**src/rtl/rf_seq_pkg.sv**
```systemverilog
// Shared types and default widths for the register-file instruction sequencer.
package rf_seq_pkg;

    localparam int DW_DEF = 4;
    localparam int AW_DEF = 3;

    typedef enum logic [2:0] {
        OP_NOP = 3'd0,
        OP_LDI = 3'd1,
        OP_MOV = 3'd2,
        OP_ADD = 3'd3,
        OP_SUB = 3'd4,
        OP_AND = 3'd5,
        OP_OR  = 3'd6,
        OP_XOR = 3'd7
    } op_e;

    typedef enum logic [1:0] {
        ST_CLEAR = 2'd0,
        ST_IDLE  = 2'd1,
        ST_EXEC  = 2'd2,
        ST_WB    = 2'd3
    } state_e;

endpackage

```
**src/rtl/rf_seq_alu.sv**
```systemverilog
// Combinational ALU for the sequencer: result plus carry/borrow and zero flags.
module rf_seq_alu
    import rf_seq_pkg::*;
#(
    parameter int DW = DW_DEF
) (
    input  logic [2:0]    op,
    input  logic [DW-1:0] a,
    input  logic [DW-1:0] b,
    input  logic [DW-1:0] imm,
    output logic [DW-1:0] y,
    output logic          c,
    output logic          z
);

    logic [DW:0] sum;
    logic [DW:0] diff;

    assign sum  = {1'b0, a} + {1'b0, b};
    // The extra top bit of the difference is the borrow (a < b unsigned).
    assign diff = {1'b0, a} - {1'b0, b};

    always_comb begin
        y = '0;
        c = 1'b0;
        case (op_e'(op))
            OP_NOP: y = '0;
            OP_LDI: y = imm;
            OP_MOV: y = a;
            OP_ADD: {c, y} = sum;
            OP_SUB: begin
                y = diff[DW-1:0];
                c = diff[DW];
            end
            OP_AND: y = a & b;
            OP_OR:  y = a | b;
            OP_XOR: y = a ^ b;
        endcase
    end

    assign z = (y == '0);

endmodule

```
**src/rtl/rf_seq_ctrl.sv**
```systemverilog
// Instruction sequencer driving an external 2R/1W register file.
// Optional macro RF_SEQ_CTRL_CLEAR_EN adds a post-reset sweep that zeroes every register.
//
// state | meaning
// CLEAR | post-reset sweep writing zero to each register (feature build only)
// IDLE  | waiting for an instruction, ready high
// EXEC  | read ports driven from latched sources, ALU result registered
// WB    | result written back, done pulsed, next instruction may be accepted
module rf_seq_ctrl
    import rf_seq_pkg::*;
#(
    parameter int DW = DW_DEF,
    parameter int AW = AW_DEF
) (
    input  logic          clk,
    input  logic          rst_n,
    input  logic          instr_valid,
    output logic          instr_ready,
    input  logic [2:0]    instr_op,
    input  logic [AW-1:0] instr_rd,
    input  logic [AW-1:0] instr_rs,
    input  logic [AW-1:0] instr_ru,
    input  logic [DW-1:0] instr_imm,
    output logic [AW-1:0] rs_addr,
    output logic [AW-1:0] ru_addr,
    input  logic [DW-1:0] rs_data,
    input  logic [DW-1:0] ru_data,
    output logic [AW-1:0] w_addr,
    output logic [DW-1:0] w_data,
    output logic          w_wr,
    output logic          done,
    output logic [DW-1:0] result,
    output logic          flag_c,
    output logic          flag_z,
    output logic          busy
);

`ifdef RF_SEQ_CTRL_CLEAR_EN
    localparam state_e RESET_ST = ST_CLEAR;
`else
    localparam state_e RESET_ST = ST_IDLE;
`endif

    state_e        state_q;
    state_e        state_d;
    op_e           op_q;
    logic [AW-1:0] rd_q;
    logic [AW-1:0] rs_q;
    logic [AW-1:0] ru_q;
    logic [DW-1:0] imm_q;
    logic [DW-1:0] result_q;
    logic          c_q;
    logic          z_q;
    logic          load;
    logic          upd;
    logic [DW-1:0] alu_y;
    logic          alu_c;
    logic          alu_z;

    rf_seq_alu #(.DW(DW)) u_alu (
        .op  (op_q),
        .a   (rs_data),
        .b   (ru_data),
        .imm (imm_q),
        .y   (alu_y),
        .c   (alu_c),
        .z   (alu_z)
    );

`ifdef RF_SEQ_CTRL_CLEAR_EN
    logic [AW-1:0] clr_cnt;

    always_ff @(posedge clk) begin
        if (!rst_n) begin
            clr_cnt <= '0;
        end else if (state_q == ST_CLEAR) begin
            clr_cnt <= clr_cnt + AW'(1);
        end
    end
`endif

    always_ff @(posedge clk) begin
        if (!rst_n) begin
            state_q  <= RESET_ST;
            op_q     <= OP_NOP;
            rd_q     <= '0;
            rs_q     <= '0;
            ru_q     <= '0;
            imm_q    <= '0;
            result_q <= '0;
            c_q      <= 1'b0;
            z_q      <= 1'b0;
        end else begin
            state_q <= state_d;
            if (load) begin
                op_q  <= op_e'(instr_op);
                rd_q  <= instr_rd;
                rs_q  <= instr_rs;
                ru_q  <= instr_ru;
                imm_q <= instr_imm;
            end
            if (upd) begin
                result_q <= alu_y;
                c_q      <= alu_c;
                z_q      <= alu_z;
            end
        end
    end

    // Writes and done are gated by rst_n so a reset edge never commits a write.
    always_comb begin
        state_d     = state_q;
        instr_ready = 1'b0;
        w_wr        = 1'b0;
        w_addr      = rd_q;
        w_data      = result_q;
        done        = 1'b0;
        load        = 1'b0;
        upd         = 1'b0;
        case (state_q)
            ST_CLEAR: begin
`ifdef RF_SEQ_CTRL_CLEAR_EN
                w_wr   = rst_n;
                w_addr = clr_cnt;
                w_data = '0;
                if (clr_cnt == {AW{1'b1}}) begin
                    state_d = ST_IDLE;
                end
`else
                state_d = ST_IDLE;
`endif
            end
            ST_IDLE: begin
                instr_ready = 1'b1;
                if (instr_valid) begin
                    load    = 1'b1;
                    state_d = ST_EXEC;
                end
            end
            ST_EXEC: begin
                upd     = (op_q != OP_NOP);
                state_d = ST_WB;
            end
            ST_WB: begin
                instr_ready = 1'b1;
                done        = rst_n;
                w_wr        = rst_n && (op_q != OP_NOP);
                if (instr_valid) begin
                    load    = 1'b1;
                    state_d = ST_EXEC;
                end else begin
                    state_d = ST_IDLE;
                end
            end
        endcase
    end

    assign rs_addr = rs_q;
    assign ru_addr = ru_q;
    assign result  = result_q;
    assign flag_c  = c_q;
    assign flag_z  = z_q;
    assign busy    = (state_q != ST_IDLE);

endmodule

```
**config.mk**
```make
export PLATFORM = sky130hd
export DESIGN_NAME = rf_seq_ctrl
export DESIGN_NICKNAME = d
export VERILOG_FILES = /design/src/rtl/rf_seq_pkg.sv /design/src/rtl/rf_seq_alu.sv /design/src/rtl/rf_seq_ctrl.sv
export SDC_FILE = /design/constraint.sdc
export NUM_CORES = 1
export LEC_CHECK = 0
export ABC_AREA = 1
export CELL_PAD_IN_SITES_DETAIL_PLACEMENT = 0
export CELL_PAD_IN_SITES_GLOBAL_PLACEMENT = 2
export CORE_ASPECT_RATIO = 1.5
export CORE_MARGIN = 2
export CORE_UTILIZATION = 26
export DETAILED_ROUTE_END_ITERATION = 6
export GPL_TIMING_DRIVEN = 0
export PLACE_DENSITY = 0.89
export SYNTH_ARGS = -nofsm -noshare
export SYNTH_HDL_FRONTEND = slang
export SYNTH_SLANG_ARGS = --single-unit
```
**constraint.sdc**
```tcl
create_clock -name clk -period 4.9 [get_ports clk]
set_input_delay 1.225 -clock clk [delete_from_list [all_inputs] [get_ports clk]]
set_output_delay 1.225 -clock clk [all_outputs]
set_load 0.02 [all_outputs]
```
==> flow_summary.yaml, run 1 <==
die:
  initial_utilization_pct: 27.1
  core_um2: 5830
  die_area_um2: 6730
  num_rows: 34
  ios: 50
  die_width_um: 67.7
  fp.dieH_um: 99.5
clocking:
  clkLatencyLatePin_ps: 260
  cts.sinks: 24
  clkSlewWorstSetupHoldPaths_ps: 80
  cts_root_buf: "clkbuf_8"
  cts_setup_buffers: 0
  hold_buffers: 0
  cts_max_path_buffers: 2
  cts_tree: "built"
  cts_resized: 0
  cts_buffers: 3
  h-tree-depth: 1
timing:
  layout_min_cycle_time_ps: 4230
  worst_slew_pin_slew_ps: 482
  fin_skew_ps: 1.31
  fin_setup_tns_ps: 0
  fin_crit_sh_pct: 86.2
  finalHoldViolCount: 0
  max_clock_freq_mhz: 237
  slew_violations: 0
  max_slew_margin_pct: 67.9
  setup_viol: 0
  rsz0062_at_grt: "no"
drt:
  detail-route-antenna-nets: 0
  wl_per_cell_um: 11.7
  wl_mm: 4.11
  viasPerCell: 4.38
  drt_first_pass_iters: 4
  drt_iter0_markers: 34
  via_count: 1536
  route.detailed.drc: 0
global_routing:
  grt_first_pass_wirelength_mm: 7.02
  antenna_found_initial: 0
  globalRouteTotalUtil_pct: 13.4
  grt_pass1_vias: 1560
  grt_max_degree: 14
  grt_overflow: 0
placement:
  gp_congestion: 0.859
  post_dp_cell_area_um2: 2160
  dpl.hpwl_mm: 3.42
  port_buffers: 49
worst_hold_path:
  hold_class: "reg -> reg"
  min_path_cells: 2
  hp-start: "imm_q[2]$_SDFFE_PN0P_"
  min_to: "imm_q[2]$_SDFFE_PN0P_"
critical_path:
  crit_fanout: 10
  reg2regPathDepth: 11
  r2r_end: "flag_z$_SDFFE_PN0P_"
  critPathKind: "in -> out"
  required_ps: 3670
  r2r_start: "op_q[1]$_SDFFE_PN0P_"
  critPathArrivalTime_ps: 3000
  end_kind: "output port"
  cp-start-kind: "primary input"
  rrSetupSlack_ps: 3470
yosys:
  ys_types: 24
  ys_top_cells_by_area: "dfxtp_1, nor2_1, ha_1, o21ai_0, inv_1"
  yosysTopAreaCell: "dfxtp_1"
  ys_ff_latch: 24
  synth_area_um2: 1580
  yosysWarnings: 0
  synth_nets: 267
  netlist.area_leader.share_pct: 30.4
  synthCells: 226
  syn_avg_cell_area_um2: 6.99
  synth_seq_area_share_pct: 30.4
pwr:
  clkPwrFrac_pct: 26.3
  p_sw_share_pct: 29.7
  p_comb_share_pct: 30.0
  power_leakage_nw: 1.00
  p_int_w: 0.000345
  switching_power_w: 0.000146
  ir_drop_v: 0.000193
  seqPwrFrac_pct: 43.7
  powerDensity_nw_per_um2: 222
final_layout:
  syn_to_final_growth_pct: 40.2
  num_antenna_cells: 0
  final_cell_mix: "nor2_1, clkdlybuf4s50_1, inv_1"
  final_cell_area_um2: 2220
  final_layout_size_suffix_gt1_share_pct: 10.8
  nets: 321
flow_run:
  max_cap_viol_count: 0
run_status:
  status: "complete, no violations"
==> registers in the layout (all words and copies together), names as in the netlist <==
signal   flops
flag_c       1
flag_z       1
imm_q        4
op_q         3
result       4
rs_addr      3
ru_addr      3
state_q      2
w_addr       3
==> synth_stat cells <==
master	instances
nor2_1	49
o211ai_1	3
nor2_4	2
buf_1	1
o22ai_1	1
nand4_1	10
xnor2_1	1
nor2_2	2
nand3_1	14
or2_1	1
ha_1	12
inv_1	26
buf_4	5
buf_6	2
dfxtp_1	24
nand2_4	2
a21oi_1	7
fa_1	2
clkbuf_1	5
nand2_1	23
nand2_2	2
inv_2	6
o21ai_0	21
nand3_2	5
==> critical path, cell delays in order <==
cell	delay [ps]
clkdlybuf4s50_1	590
clkbuf_1	350
inv_1	100
nor2_1	120
clkdlybuf4s50_1	610
==> metal layers <==
| layer | vias up | part of all wire, % | track usage (%) |
|---|---|---|---|
| met1 | 657 | 40 | 14.5 |
| met2 | 48 | 53 | 25.2 |
| met4 | 0 | 1.8 | 5.81 |
| li1 | 825 | - | - |
| met3 | 6 | 5.3 | 1.47 |
| met5 | - | 0 | 0 |
==> cells by family after synthesis <==
logic type               count (synthesis)  synth area share, %
AND/OR/NAND/NOR                        110                 33.5
buffers and inverters                   45                 12.8
XOR/XNOR                                 1                0.554
AO/OA/AOI/OAI                           32                 10.7
flip-flops                              24                 30.4
adder cells (fa/ha/maj)                 14                 12.0
==> layout make-up <==
cell class / instances / area [um2]
Fill cell: 593 / 3610
Timing Repair Buffer: 49 / 490
Multi-Input combinational cell: 157 / 897
Clock buffer: 4 / 55.1
Tap cell: 72 / 90.1
Buffer: 13 / 82.6
Inverter: 32 / 120
Sequential cell: 24 / 480
==> metrics by stage <==
stage	util, %	hold WS (ps)	power, W	setup WS, ps	cells
6_report	38.0	456	0.000492	675	351
4_1_cts	38.0	462	0.000500	636	351
3_5_place_dp	37.1	449	0.000368	633	347
5_1_grt	38.0	500	0.000524	494	351
2_1_floorplan	-	429	0.000305	1840	226
3_3_place_gp	37.1	443	0.000368	657	347
==> power groups by stage <==
stage	clock network (W)	logic (W)	registers, W
after floorplan	0	0.0000785	0.000227
after global placement	0	0.000148	0.000219
after detailed placement	0	0.000149	0.000220
after CTS	0.000136	0.000149	0.000215
after global routing	0.000143	0.000164	0.000217
final	0.000129	0.000147	0.000215
==> how the worst max path moves through the flow <==
stage	from	end	slack, ps
global placement	rst_n	done	660
floorplan	rst_n	done	1840
global route	rst_n	done	490
detailed placement	rst_n	done	630
finish	rst_n	done	670
CTS	rst_n	done	640
Note: power is estimated with default switching activity, not from simulation.
==> inputs of run 2 (changes only) <==
--- a/config.mk
+++ b/config.mk
@@ -11,6 +11,7 @@
 export CORE_ASPECT_RATIO = 1.5
 export CORE_MARGIN = 2
 export CORE_UTILIZATION = 26
+export CTS_BUF_LIST = sky130_fd_sc_hd__clkbuf_16
 export DETAILED_ROUTE_END_ITERATION = 6
 export GPL_TIMING_DRIVEN = 0
 export PLACE_DENSITY = 0.89
==> flow_summary.yaml, run 2 (synthesis results as in run 1) <==
run_status:
  status: "complete, no violations"
critical_path:
  critPathKind: "in -> out"
  r2r_start: "op_q[1]$_SDFFE_PN0P_"
  r2r_end: "flag_z$_SDFFE_PN0P_"
  worstSetupEndpoint: "done"
  worst_path_most_repeated_cell: "clkdlybuf4s50_1"
  startpoint: "rst_n"
  critPathArrivalTime_ps: 3010
  slowest_delay_ps: 610
  rrSetupSlack_ps: 3450
  worstPathCellList: "clkdlybuf4s50_1, clkbuf_1, inv_1, nor2_1, clkdlybuf4s50_1"
  end_kind: "output port"
  cp_slowest_cell: "clkdlybuf4s50_1"
  crit_fanout: 10
  required_ps: 3670
  reg2regPathDepth: 11
  cp-start-kind: "primary input"
timing:
  max_clock_freq_mhz: 236
  finalHoldViolCount: 0
  slew_violations: 0
  max_slew_margin_pct: 68.1
  layout_min_cycle_time_ps: 4230
  setup_viol: 0
  fin_skew_ps: 2.50
  worst_slew_pin_slew_ps: 478
  fin_setup_tns_ps: 0
  rsz0062_at_grt: "no"
  fin_crit_sh_pct: 86.4
pwr:
  p_int_w: 0.000383
  powerDensity_nw_per_um2: 239
  clkPwrFrac_pct: 32.1
  switching_power_w: 0.000152
  seqPwrFrac_pct: 40.3
  p_comb_share_pct: 27.6
  ir_drop_v: 0.000172
  p_sw_share_pct: 28.4
  power_leakage_nw: 1.01
placement:
  dp_cells: 347
  gp_congestion: 0.859
  post_dp_cell_area_um2: 2160
  dpl.hpwl_mm: 3.42
  port_buffers: 49
die:
  die_width_um: 67.7
  num_rows: 34
  initial_utilization_pct: 27.1
  ios: 50
  core_um2: 5830
  die_area_um2: 6730
  fp.dieH_um: 99.5
clocking:
  clkLatencyLatePin_ps: 250
  cts_resized: 0
  h-tree-depth: 1
  hold_buffers: 0
  cts.sinks: 24
  cts_tree: "built"
  cts_setup_buffers: 0
  cts_buffers: 3
  cts_max_path_buffers: 2
  clkSlewWorstSetupHoldPaths_ps: 60
  cts_root_buf: "clkbuf_16"
drt:
  via_count: 1529
  viasPerCell: 4.36
  route.detailed.drc: 0
  wl_per_cell_um: 11.8
  detail-route-antenna-nets: 0
  drt_iter0_markers: 43
  drt_first_pass_iters: 4
  wl_mm: 4.15
final_layout:
  syn_to_final_growth_pct: 41.7
  final_cell_mix: "nor2_1, clkdlybuf4s50_1, inv_1"
  final_cell_area_um2: 2240
  final_cells: 351
  final_layout_size_suffix_gt1_share_pct: 10.4
  num_antenna_cells: 0
  nets: 321
global_routing:
  grt_pass1_vias: 1556
  grt_overflow: 0
  globalRouteTotalUtil_pct: 13.4
  antenna_found_initial: 0
  grt_max_degree: 14
  grt_first_pass_wirelength_mm: 7.02
worst_hold_path:
  hold_class: "reg -> reg"
flow_run:
  max_cap_viol_count: 0
[run 2: per-stage QoR]
| stage | setup slack, ps | util, % | hold WS (ps) | total power (W) |
|---|---|---|---|---|
| after floorplan | 1840 | - | 429 | 0.000305 |
| after global placement | 657 | 37.1 | 443 | 0.000368 |
| after detailed placement | 633 | 37.1 | 449 | 0.000368 |
| after CTS | 629 | 38.4 | 457 | 0.000543 |
| after global routing | 498 | 38.4 | 481 | 0.000567 |
| final | 668 | 38.4 | 454 | 0.000535 |
[run 2: critical path, delay by kind of cell]
family	cells	cell delay (ps)
AND/OR/NAND/NOR	1	120
buffers and inverters	4	1660
[run 2: how the worst min path moves through the flow]
stage                               start  depth (start not counted)  slack, ps                    end
global placement    imm_q[2]$_SDFFE_PN0P_                          2        440  imm_q[2]$_SDFFE_PN0P_
global route        imm_q[2]$_SDFFE_PN0P_                          2        480  imm_q[2]$_SDFFE_PN0P_
finish              imm_q[2]$_SDFFE_PN0P_                          2        450  imm_q[2]$_SDFFE_PN0P_
detailed placement  imm_q[2]$_SDFFE_PN0P_                          2        450  imm_q[2]$_SDFFE_PN0P_
floorplan           imm_q[2]$_SDFFE_PN0P_                          2        430  imm_q[2]$_SDFFE_PN0P_
CTS                 imm_q[2]$_SDFFE_PN0P_                          2        460  imm_q[2]$_SDFFE_PN0P_
[run 2: power groups by stage]
stage	Clock, W	Sequential [W]	Combinational, W
after floorplan	0	0.000227	0.0000785
after global placement	0	0.000219	0.000148
after detailed placement	0	0.000220	0.000149
after CTS	0.000178	0.000216	0.000149
after global routing	0.000185	0.000217	0.000164
final	0.000172	0.000216	0.000147
[run 2: final cells by class]
type / instances / area (um2)
fill: 592 / 3590
multi-input combinational: 157 / 897
sequential: 24 / 480
clock inverter: 1 / 3.75
tap: 72 / 90.1
inverter: 32 / 120
buffer: 13 / 82.6
timing repair buffer: 49 / 490
clock buffer: 3 / 75.1
[run 2: per-layer routing]
metal / vias to the layer above / track usage (%) / share of wire (%)
li1: 825 / - / -
met2: 44 / 25.1 / 53
met1: 656 / 14.5 / 41
met5: - / 0 / 0
met4: 0 / 5.34 / 1.5
met3: 4 / 1.81 / 4.7
==> inputs of run 3 (changes only) <==
--- a/config.mk
+++ b/config.mk
@@ -15,6 +15,7 @@
 export DETAILED_ROUTE_END_ITERATION = 6
 export GPL_TIMING_DRIVEN = 0
 export PLACE_DENSITY = 0.89
+export RECOVER_POWER = 25
 export SYNTH_ARGS = -nofsm -noshare
 export SYNTH_HDL_FRONTEND = slang
 export SYNTH_SLANG_ARGS = --single-unit
==> flow_summary.yaml, run 3 (synthesis results as in run 1) <==
run_status:
  status: "complete, no violations"
global_routing:
  grt_first_pass_wirelength_mm: 7.02
  antenna_found_initial: 0
  globalRouteTotalUtil_pct: 13.4
  grt_max_degree: 14
  grt_overflow: 0
  grt_pass1_vias: 1556
drt:
  drt_iter0_markers: 43
  detail-route-antenna-nets: 0
  wl_per_cell_um: 11.9
  route.detailed.drc: 0
  via_count: 1530
  viasPerCell: 4.36
  wl_mm: 4.17
  drt_first_pass_iters: 4
critical_path:
  worstPathCellList: "dlygate4sd3_1, clkbuf_1, inv_1, nor2_1, clkdlybuf4s50_1"
  cp_top_family: "buffers and inverters"
  end_kind: "output port"
  r2r_start: "op_q[1]$_SDFFE_PN0P_"
  reg2regPathDepth: 11
  critPathKind: "in -> out"
  slowest_delay_ps: 670
  crit_fanout: 10
  required_ps: 3670
  path_buf_inv: 4
  r2r_end: "flag_z$_SDFFE_PN0P_"
  cp_slowest_cell: "dlygate4sd3_1"
  cp-start-kind: "primary input"
  critPathArrivalTime_ps: 3090
  rrSetupSlack_ps: 3390
pwr:
  total_power_w: 0.000536
  ir_drop_v: 0.000174
  power_leakage_nw: 1.01
  powerDensity_nw_per_um2: 240
timing:
  fin_crit_sh_pct: 88.1
  rsz0062_at_grt: "no"
  max_clock_freq_mhz: 232
  fin_skew_ps: 1.13
  layout_min_cycle_time_ps: 4320
  finalHoldViolCount: 0
  layout_setup_ws_ps: 584
  setup_viol: 0
  slew_violations: 0
  max_slew_margin_pct: 68.3
  fin_setup_tns_ps: 0
  worst_slew_pin_slew_ps: 476
die:
  fp.dieH_um: 99.5
  die_area_um2: 6730
  initial_utilization_pct: 27.1
  num_rows: 34
  core_um2: 5830
  die_width_um: 67.7
  ios: 50
clocking:
  clkLatencyLatePin_ps: 250
  h-tree-depth: 1
  cts_root_buf: "clkbuf_16"
  cts_resized: 0
  clkSlewWorstSetupHoldPaths_ps: 60
  cts_setup_buffers: 0
  cts.sinks: 24
  cts_buffers: 3
  cts_max_path_buffers: 2
  cts_tree: "built"
  hold_buffers: 0
final_layout:
  layout_commonest_cell: "nor2_1"
  final_cell_area_um2: 2240
  final_layout_size_suffix_gt1_share_pct: 10.0
  final_cell_mix: "nor2_1, clkdlybuf4s50_1, inv_1"
  fillers: 592
  nets: 321
  num_antenna_cells: 0
  syn_to_final_growth_pct: 41.6
  final_cells: 351
worst_hold_path:
  hp-start: "imm_q[2]$_SDFFE_PN0P_"
  hold_class: "reg -> reg"
  min_to: "imm_q[2]$_SDFFE_PN0P_"
  min_path_cells: 2
placement:
  place_ws_ps: 633
  dpl.hpwl_mm: 3.42
  dp_cells: 347
  port_buffers: 49
  gp_congestion: 0.859
  post_dp_cell_area_um2: 2160
flow_run:
  max_cap_viol_count: 0
==> run 3: cell count changes in the layout (fill, tap and decap cells not counted) <==
cell	change
buf_1	-1
clkbuf_1	+1
clkdlybuf4s50_1	-2
dlygate4sd3_1	+2
nor2_1	+1
nor2_2	-1
==> run 3: worst min-delay path, delay by kind of cell, from the launching register on <==
| family | cells | cell delay (ps) |
|---|---|---|
| compound gates | 1 | 50 |
| flops | 1 | 300 |
| buf+inv | 1 | 60 |
==> run 3: metal layers <==
layer  up-vias  track usage (%)  wire [um]
met5         -                0          0
met4         0             5.34         73
met3         6             1.81        197
met2        44             25.1       2220
met1       656             14.5       1680
li1        824                -          -
==> run 3: layout make-up <==
cell class | count | area, um2 | share of cell area [%]
Multi-Input combinational cell | 157 | 895 | 40.0
Timing Repair Buffer | 49 | 490 | 21.9
Sequential cell | 24 | 480 | 21.5
Inverter | 32 | 120 | 5.37
Tap cell | 72 | 90.1 | 4.03
Buffer | 13 | 82.6 | 3.69
Clock buffer | 3 | 75.1 | 3.36
Clock inverter | 1 | 3.75 | 0.168
==> run 3: metrics by stage <==
step	hold slack, ps	utilization (%)
3_3_place_gp	443	37.1
3_5_place_dp	449	37.1
2_1_floorplan	429	-
4_1_cts	457	38.4
6_report	453	38.4
5_1_grt	480	38.4
==> run 3: power breakdown <==
group          switching [W]  internal, W  leakage, nW  total (W)
logic              0.0000808    0.0000661        0.778   0.000147
clock network      0.0000646     0.000109       0.0385   0.000173
registers         0.00000773     0.000208        0.198   0.000215
==> run 3: worst max path at each step <==
stage / startpoint / endpoint / slack (ps) / cells after the start
after floorplan: rst_n / done / 1840 / 3
after global placement: rst_n / done / 660 / 5
after detailed placement: rst_n / done / 630 / 5
after CTS: rst_n / done / 630 / 5
after global routing: rst_n / done / 420 / 5
final: rst_n / done / 580 / 5
